`config.mk`:
```
export PLATFORM = sky130hd
export DESIGN_NAME = mult_div_unit_flat
export DESIGN_NICKNAME = d
export VERILOG_FILES = /design/src/rtl/md_pkg.sv /design/src/rtl/mult_div_unit_if.sv /design/src/rtl/md_sign_fix.sv /design/src/rtl/mult_div_unit.sv /design/src/flat_wrapper.sv
export SDC_FILE = /design/constraint.sdc
export NUM_CORES = 1
export LEC_CHECK = 0
export CAP_MARGIN = 20
export CORE_MARGIN = 2
export CORE_UTILIZATION = 55
export CTS_CLUSTER_DIAMETER = 80
export DETAILED_ROUTE_END_ITERATION = 12
export HOLD_SLACK_MARGIN = 0.02
export PLACE_DENSITY = 0.78
export SLEW_MARGIN = 20
export SYNTH_ARGS = -nofsm -noshare
export SYNTH_HDL_FRONTEND = slang
export SYNTH_SLANG_ARGS = --single-unit
export TNS_END_PERCENT = 20
```
`constraint.sdc`:
```
create_clock -name clk -period 6.1 [get_ports clk]
set_clock_uncertainty 0.2 [all_clocks]
set_input_delay 0.915 -clock clk [delete_from_list [all_inputs] [get_ports clk]]
set_output_delay 0.915 -clock clk [all_outputs]
set_load 0.02 [all_outputs]
```
`src/rtl/md_pkg.sv`:
```
// md_pkg - shared definitions for the iterative multiply/divide unit.
//   MD_WIDTH   default operand/result half-width
//   MD_CNT_W   iteration counter width for the default width
//   md_state_t controller states (IDLE, CALC, DONE)
//   md_op_t    operation encoding (OP_MUL = 0, OP_DIV = 1)
package md_pkg;

    localparam int MD_WIDTH = 32;
    localparam int MD_CNT_W = $clog2(MD_WIDTH);

    typedef enum logic [1:0] {
        IDLE = 2'd0,
        CALC = 2'd1,
        DONE = 2'd2
    } md_state_t;

    typedef enum logic {
        OP_MUL = 1'b0,
        OP_DIV = 1'b1
    } md_op_t;

endpackage

```
`src/rtl/mult_div_unit_if.sv`:
```
// mult_div_unit_if - request/result bundle between the controller and the
// multiply/divide unit.
//   master (controller): drives start, op, is_signed, operand_a, operand_b;
//                        observes busy, done, hi, lo, div_by_zero
//   slave  (unit)      : the reverse
interface mult_div_unit_if
    import md_pkg::*;
#(
    parameter int WIDTH = MD_WIDTH
);

    logic             start;
    logic             op;
    logic             is_signed;
    logic [WIDTH-1:0] operand_a;
    logic [WIDTH-1:0] operand_b;
    logic             busy;
    logic             done;
    logic [WIDTH-1:0] hi;
    logic [WIDTH-1:0] lo;
    logic             div_by_zero;

    modport master (
        output start, op, is_signed, operand_a, operand_b,
        input  busy, done, hi, lo, div_by_zero
    );

    modport slave (
        input  start, op, is_signed, operand_a, operand_b,
        output busy, done, hi, lo, div_by_zero
    );

endinterface

```
`src/rtl/md_sign_fix.sv`:
```
// md_sign_fix - combinational sign handling for signed multiply/divide.
//   Input side : is_signed, op, operand_a, operand_b of the request being
//                accepted -> mag_a, mag_b (magnitudes), neg_main (negate
//                product/quotient), neg_rem (remainder takes dividend sign).
//   Output side: fix_op, fix_neg_main, fix_neg_rem (latched at accept) and
//                raw (unsigned 2*WIDTH result) -> res_hi, res_lo.
module md_sign_fix
    import md_pkg::*;
#(
    parameter int WIDTH = MD_WIDTH
) (
    input  logic               is_signed,
    input  logic               op,
    input  logic [WIDTH-1:0]   operand_a,
    input  logic [WIDTH-1:0]   operand_b,
    output logic [WIDTH-1:0]   mag_a,
    output logic [WIDTH-1:0]   mag_b,
    output logic               neg_main,
    output logic               neg_rem,
    input  logic               fix_op,
    input  logic               fix_neg_main,
    input  logic               fix_neg_rem,
    input  logic [2*WIDTH-1:0] raw,
    output logic [WIDTH-1:0]   res_hi,
    output logic [WIDTH-1:0]   res_lo
);

    logic               sign_a;
    logic               sign_b;
    logic [2*WIDTH-1:0] prod_fixed;

    assign sign_a = is_signed & operand_a[WIDTH-1];
    assign sign_b = is_signed & operand_b[WIDTH-1];

    // -2^(WIDTH-1) maps onto itself, which is the correct unsigned magnitude.
    assign mag_a = sign_a ? -operand_a : operand_a;
    assign mag_b = sign_b ? -operand_b : operand_b;

    assign neg_main = sign_a ^ sign_b;
    assign neg_rem  = sign_a;

    // Product is negated as one 2*WIDTH value; quotient and remainder are
    // negated independently.
    always_comb begin
        prod_fixed = fix_neg_main ? -raw : raw;
        if (fix_op == OP_MUL) begin
            res_hi = prod_fixed[2*WIDTH-1:WIDTH];
            res_lo = prod_fixed[WIDTH-1:0];
        end else begin
            res_hi = fix_neg_rem  ? -raw[2*WIDTH-1:WIDTH] : raw[2*WIDTH-1:WIDTH];
            res_lo = fix_neg_main ? -raw[WIDTH-1:0]       : raw[WIDTH-1:0];
        end
    end

endmodule

```
`src/rtl/mult_div_unit.sv`:
```
// mult_div_unit - iterative multiply / restoring divide, one bit per cycle.
//   clk, rst_n : clock (rising edge), asynchronous active-low reset
//   bus.slave  : start/op/is_signed/operand_a/operand_b in,
//                busy/done/hi/lo/div_by_zero out
// Multiply gives the full 2*WIDTH product in {hi, lo}; divide gives
// quotient in lo and remainder in hi. Divide by zero completes in one cycle
// with lo = all ones, hi = operand_a and div_by_zero set.
// Optional macro SIGNED_MD_EN: honours is_signed through md_sign_fix;
// without it is_signed is ignored and everything is unsigned.
module mult_div_unit
    import md_pkg::*;
#(
    parameter int WIDTH = MD_WIDTH
) (
    input  logic           clk,
    input  logic           rst_n,
    mult_div_unit_if.slave bus
);

    localparam int               CNT_W = (WIDTH > 1) ? $clog2(WIDTH) : 1;
    localparam logic [CNT_W-1:0] LAST  = CNT_W'(WIDTH - 1);

    md_state_t          state;
    md_state_t          state_next;
    logic [CNT_W-1:0]   cnt;
    logic               op_q;
    logic [WIDTH-1:0]   opnd_q;
    logic [2*WIDTH-1:0] acc;
    logic [2*WIDTH-1:0] acc_next;
    logic [WIDTH-1:0]   hi_q;
    logic [WIDTH-1:0]   lo_q;
    logic               dbz_q;
    logic               busy_c;
    logic               done_c;
    logic               accept;
    logic               dbz_start;
    logic [WIDTH-1:0]   mag_a;
    logic [WIDTH-1:0]   mag_b;
    logic [WIDTH-1:0]   res_hi;
    logic [WIDTH-1:0]   res_lo;
    logic [WIDTH:0]     mul_sum;
    logic [WIDTH:0]     div_shift;
    logic [WIDTH-1:0]   div_try;

    // A request is taken in IDLE and also in DONE (back-to-back issue).
    assign accept    = bus.start && (state != CALC);
    assign dbz_start = accept && (bus.op == OP_DIV) && (bus.operand_b == '0);

`ifdef SIGNED_MD_EN
    logic neg_main;
    logic neg_rem;
    logic neg_main_q;
    logic neg_rem_q;

    md_sign_fix #(.WIDTH(WIDTH)) u_sign_fix (
        .is_signed    (bus.is_signed),
        .op           (bus.op),
        .operand_a    (bus.operand_a),
        .operand_b    (bus.operand_b),
        .mag_a        (mag_a),
        .mag_b        (mag_b),
        .neg_main     (neg_main),
        .neg_rem      (neg_rem),
        .fix_op       (op_q),
        .fix_neg_main (neg_main_q),
        .fix_neg_rem  (neg_rem_q),
        .raw          (acc_next),
        .res_hi       (res_hi),
        .res_lo       (res_lo)
    );

    always_ff @(posedge clk or negedge rst_n) begin
        if (!rst_n) begin
            neg_main_q <= 1'b0;
            neg_rem_q  <= 1'b0;
        end else if (accept) begin
            neg_main_q <= neg_main;
            neg_rem_q  <= neg_rem;
        end
    end
`else
    assign mag_a  = bus.operand_a;
    assign mag_b  = bus.operand_b;
    assign res_hi = acc_next[2*WIDTH-1:WIDTH];
    assign res_lo = acc_next[WIDTH-1:0];
`endif

    always_ff @(posedge clk or negedge rst_n) begin
        if (!rst_n) begin
            state <= IDLE;
        end else begin
            state <= state_next;
        end
    end

    always_comb begin
        state_next = state;
        unique case (state)
            IDLE, DONE: begin
                if (accept) begin
                    state_next = dbz_start ? DONE : CALC;
                end else begin
                    state_next = IDLE;
                end
            end
            CALC: begin
                if (cnt == LAST) begin
                    state_next = DONE;
                end
            end
            default: state_next = IDLE;
        endcase
    end

    always_comb begin
        busy_c = 1'b0;
        done_c = 1'b0;
        case (state)
            CALC:    busy_c = 1'b1;
            DONE:    done_c = 1'b1;
            default: ;
        endcase
    end

    // acc holds {upper, lower}. Multiply: lower starts as the multiplier and
    // is shifted out LSB first while the partial product grows into upper.
    // Divide: lower starts as the dividend and is shifted out MSB first into
    // the partial remainder (upper); quotient bits shift in at the bottom.
    always_comb begin
        mul_sum   = {1'b0, acc[2*WIDTH-1:WIDTH]} + (acc[0] ? {1'b0, opnd_q} : '0);
        div_shift = acc[2*WIDTH-1:WIDTH-1];
        // The trial remainder always fits in WIDTH bits when it is kept.
        div_try   = div_shift[WIDTH-1:0] - opnd_q;
        if (op_q == OP_MUL) begin
            acc_next = {mul_sum, acc[WIDTH-1:1]};
        end else if (div_shift >= {1'b0, opnd_q}) begin
            acc_next = {div_try, acc[WIDTH-2:0], 1'b1};
        end else begin
            acc_next = {div_shift[WIDTH-1:0], acc[WIDTH-2:0], 1'b0};
        end
    end

    // hi/lo only load on entry to DONE, so partial results never show.
    always_ff @(posedge clk or negedge rst_n) begin
        if (!rst_n) begin
            cnt    <= '0;
            op_q   <= OP_MUL;
            opnd_q <= '0;
            acc    <= '0;
            hi_q   <= '0;
            lo_q   <= '0;
            dbz_q  <= 1'b0;
        end else if (accept) begin
            cnt   <= '0;
            op_q  <= bus.op;
            dbz_q <= dbz_start;
            if (bus.op == OP_MUL) begin
                opnd_q <= mag_a;
                acc    <= {{WIDTH{1'b0}}, mag_b};
            end else begin
                opnd_q <= mag_b;
                acc    <= {{WIDTH{1'b0}}, mag_a};
            end
            if (dbz_start) begin
                hi_q <= bus.operand_a;
                lo_q <= '1;
            end
        end else if (state == CALC) begin
            acc <= acc_next;
            cnt <= cnt + CNT_W'(1);
            if (cnt == LAST) begin
                hi_q <= res_hi;
                lo_q <= res_lo;
            end
        end
    end

    assign bus.busy        = busy_c;
    assign bus.done        = done_c;
    assign bus.hi          = hi_q;
    assign bus.lo          = lo_q;
    assign bus.div_by_zero = dbz_q;

endmodule

```
`src/flat_wrapper.sv`:
```
// flat-port wrapper written by rule: the top's interface ports become plain ports
module mult_div_unit_flat import md_pkg::*;
#(
    parameter int WIDTH = MD_WIDTH
)
  (clk, rst_n, bus_start, bus_op, bus_is_signed, bus_operand_a, bus_operand_b, bus_busy, bus_done, bus_hi, bus_lo, bus_div_by_zero);
  mult_div_unit_if #(.WIDTH(WIDTH)) bus_i ();
  input  logic clk;
  input  logic rst_n;
  input wire logic [$bits(bus_i.start)-1:0] bus_start;
  input wire logic [$bits(bus_i.op)-1:0] bus_op;
  input wire logic [$bits(bus_i.is_signed)-1:0] bus_is_signed;
  input wire logic [$bits(bus_i.operand_a)-1:0] bus_operand_a;
  input wire logic [$bits(bus_i.operand_b)-1:0] bus_operand_b;
  output wire logic [$bits(bus_i.busy)-1:0] bus_busy;
  output wire logic [$bits(bus_i.done)-1:0] bus_done;
  output wire logic [$bits(bus_i.hi)-1:0] bus_hi;
  output wire logic [$bits(bus_i.lo)-1:0] bus_lo;
  output wire logic [$bits(bus_i.div_by_zero)-1:0] bus_div_by_zero;
  assign bus_i.start = bus_start;
  assign bus_i.op = bus_op;
  assign bus_i.is_signed = bus_is_signed;
  assign bus_i.operand_a = bus_operand_a;
  assign bus_i.operand_b = bus_operand_b;
  assign bus_busy = bus_i.busy;
  assign bus_done = bus_i.done;
  assign bus_hi = bus_i.hi;
  assign bus_lo = bus_i.lo;
  assign bus_div_by_zero = bus_i.div_by_zero;
  mult_div_unit #(.WIDTH(WIDTH)) u_core (.clk(clk), .rst_n(rst_n), .bus(bus_i));
endmodule
```
==> flow_summary.yaml <==
floorplanning:
  die_area_sq_um: 23450
  ios: 136
  num_rows: 54
  core-area_sq_um: 21820
  die_h_um: 153.1
  fp.dieW_um: 153.1
  start_util: 0.5606
timing:
  tns_ps: 0
  fmax_ghz: 0.2373
  fin_crit_ps: 4215
  min_period_over_period: 0.6909
  worst_slew_pin_slew_ps: 959.3
  rsz0062_at_grt: "false"
  finalSetupViolations: 0
  hold_viol_final: 0
  slew_viol_final: 0
  relSlewSlack: 0.3605
cells_and_area:
  layout_common_cells: "dfrtp_1, o21ai_0, nand2_1"
  final_common_cell: "dfrtp_1"
  postLayoutCoreUtil: 0.6522
  antenna_cells: 0
  drive_above_1_share: 0.05359
  areaGrowthSynthToFinish_pct: 16.33
  nets: 1654
  stdcell_area_sq_um: 14230
  n_fill_cell: 1857
synthesis:
  netlist_area_sq_um: 12230
  synth_ff_type: "dfrtp_1"
  seq_area_frac_synth: 0.3457
  syn_inst: 1446
  ys_warn_count: 0
  syn_nets: 1583
  syn_area_per_cell_sq_um: 8.461
  synth-edff-count: 0
  ys_seq_elements: 169
  synthArstFlopShare: 1.000
  yosysUniqueCellTypes: 73
critical_path:
  cp-endpoint: "u_core.bus.hi[31]"
  worstReg2RegStart: "u_core.acc[57]"
  startpoint_type: "flop"
  worst_ep_arrival_time_ps: 4390
  path_class: "reg2reg"
  cp.required_ps: 6280
  critPathLaunch: "u_core.acc[57]"
  worstRegToRegCells: 11
  regToRegSetupSlack_ps: 1890
  cp-end-kind: "flop"
  cp_max_fo: 21
  r2r_end: "u_core.bus.hi[31]"
clocking:
  cts_setup_buffers: 0
  h-tree-depth: 4
  ctsHoldBuffers: 0
  clk_latency_ps: 450
  cts_root_buffer: "clkbuf_16"
  cts_tree: "yes"
  clk_pin_slew_ps: 80
  cts_sinks: 169
  cts_buffers: 17
  ctsResizeCount: 0
  clockBufferDepth: 2
placed_design:
  placed_cell_area_sq_um: 13650
  place.gp.congestion: 0.9511
  portBuffers: 134
  dp_hpwl_mm: 26.85
route:
  ant_nets: 0
  dr.pass1.iters: 6
  first_iter_violations: 1001
  routed_via_density: 6.304
  vias: 11410
  wl_per_cell_um: 20.48
  drc_errors: 0
  totalWireLength_mm: 37.07
hold_path:
  hold_path.class: "in2async"
outcome:
  outcome: "completed"
power_and_ir_drop:
  p_leak_uw: 0.006220
  power_density_nw_per_um2: 638.1
  irDropWorstVdd_v: 0.0002904
job:
  max_cap_viol_count: 0
global_route:
  grt_start_max_net_pins: 83
  antenna_found_initial: 0
  overflow: 0
  grt_pass1_vias: 11030
  grtUsageTotal: 0.3167
  grt_pass1_wl_mm: 59.69
final cells by class:
| type | count | area (sq um) | share of cell area |
|---|---|---|---|
| Tap cell | 280 | 350.3 | 0.02462 |
| Timing Repair Buffer | 149 | 1448 | 0.1017 |
| Clock inverter | 14 | 155.1 | 0.01090 |
| Multi-Input combinational cell | 1126 | 7415 | 0.5210 |
| Inverter | 54 | 202.7 | 0.01424 |
| Sequential cell | 169 | 4233 | 0.2974 |
| Clock buffer | 18 | 429.2 | 0.03015 |
sequential cells by signal, summed over array words and instances, names as in the netlist:
signal,count
u_core.state,2
u_core.cnt,5
u_core.acc,64
u_core.op_q,1
u_core.bus.lo,32
u_core.bus.hi,32
u_core.bus.div_by_zero,1
u_core.opnd_q,32
worst max-delay path: stages (launching register included):
cell	delay, ps
dfrtp_1	440
ha_1	430
a21o_1	220
a311o_1	410
a311o_1	350
o211ai_2	160
and3_1	820
buf_4	340
nor4_1	100
o31ai_2	280
nand3_1	230
nand3_1	160
worst min-delay path by stage:
stage                                 start           endpoint  slack, ps  depth (start not counted)
after floorplan           u_core.opnd_q[10]  u_core.opnd_q[10]        260                          2
after global placement     u_core.bus.hi[8]   u_core.bus.hi[8]        260                          1
after detailed placement  u_core.bus.hi[15]  u_core.bus.hi[15]        280                          2
after CTS                             rst_n   u_core.bus.lo[6]        200                          1
after global routing                  rst_n   u_core.bus.lo[6]        220                          1
final                                 rst_n   u_core.bus.lo[6]        170                          1
cell usage after synthesis (37+ instances only):
cell / instances / area [sq um]
and2_1: 37 / 231.5
inv_1: 53 / 198.9
a31oi_1: 46 / 287.8
ha_1: 66 / 825.8
nor2_1: 83 / 311.6
nand3_1: 39 / 195.2
a21oi_1: 92 / 460.4
clkbuf_1: 76 / 285.3
o21ai_0: 165 / 825.8
nand2_1: 165 / 619.3
o211ai_1: 52 / 390.4
mux2i_1: 110 / 1101
dfrtp_1: 169 / 4229
report_power, final:
part / switching [uW] / internal, uW / total, uW
logic: 3550 / 2350 / 5890
clock network: 537 / 549 / 1090
registers: 508 / 1590 / 2100
total: 4590 / 4490 / 9080
per-stage QoR:
step           worst slack (ps)  total power (uW)  instances  hold WS, ps
6_report                   1885              9081       1810        174.7
5_1_grt                    1662              9784       1810        220.3
4_1_cts                    1955              8971       1810        197.6
3_5_place_dp               1945              7840       1778        275.5
3_3_place_gp               1969              7727       1778        259.7
2_1_floorplan              2788              6284       1446        263.2
routing by layer:
layer | global-route usage | share of wire
met1 | 0.4718 | 0.46
met3 | 0.06294 | 0.084
met4 | 0.08686 | 0.021
met5 | 0 | 0
met2 | 0.4707 | 0.44
logic make-up after synthesis:
logic type	share of synthesized area
AO/OA/AOI/OAI	0.2413
AND/OR/NAND/NOR	0.1631
flip-flops	0.3457
buffers and inverters	0.05011
multiplexers	0.09613
adder cells (fa/ha/maj)	0.07077
XOR/XNOR	0.03293
Power figures use the tool's default switching activity.
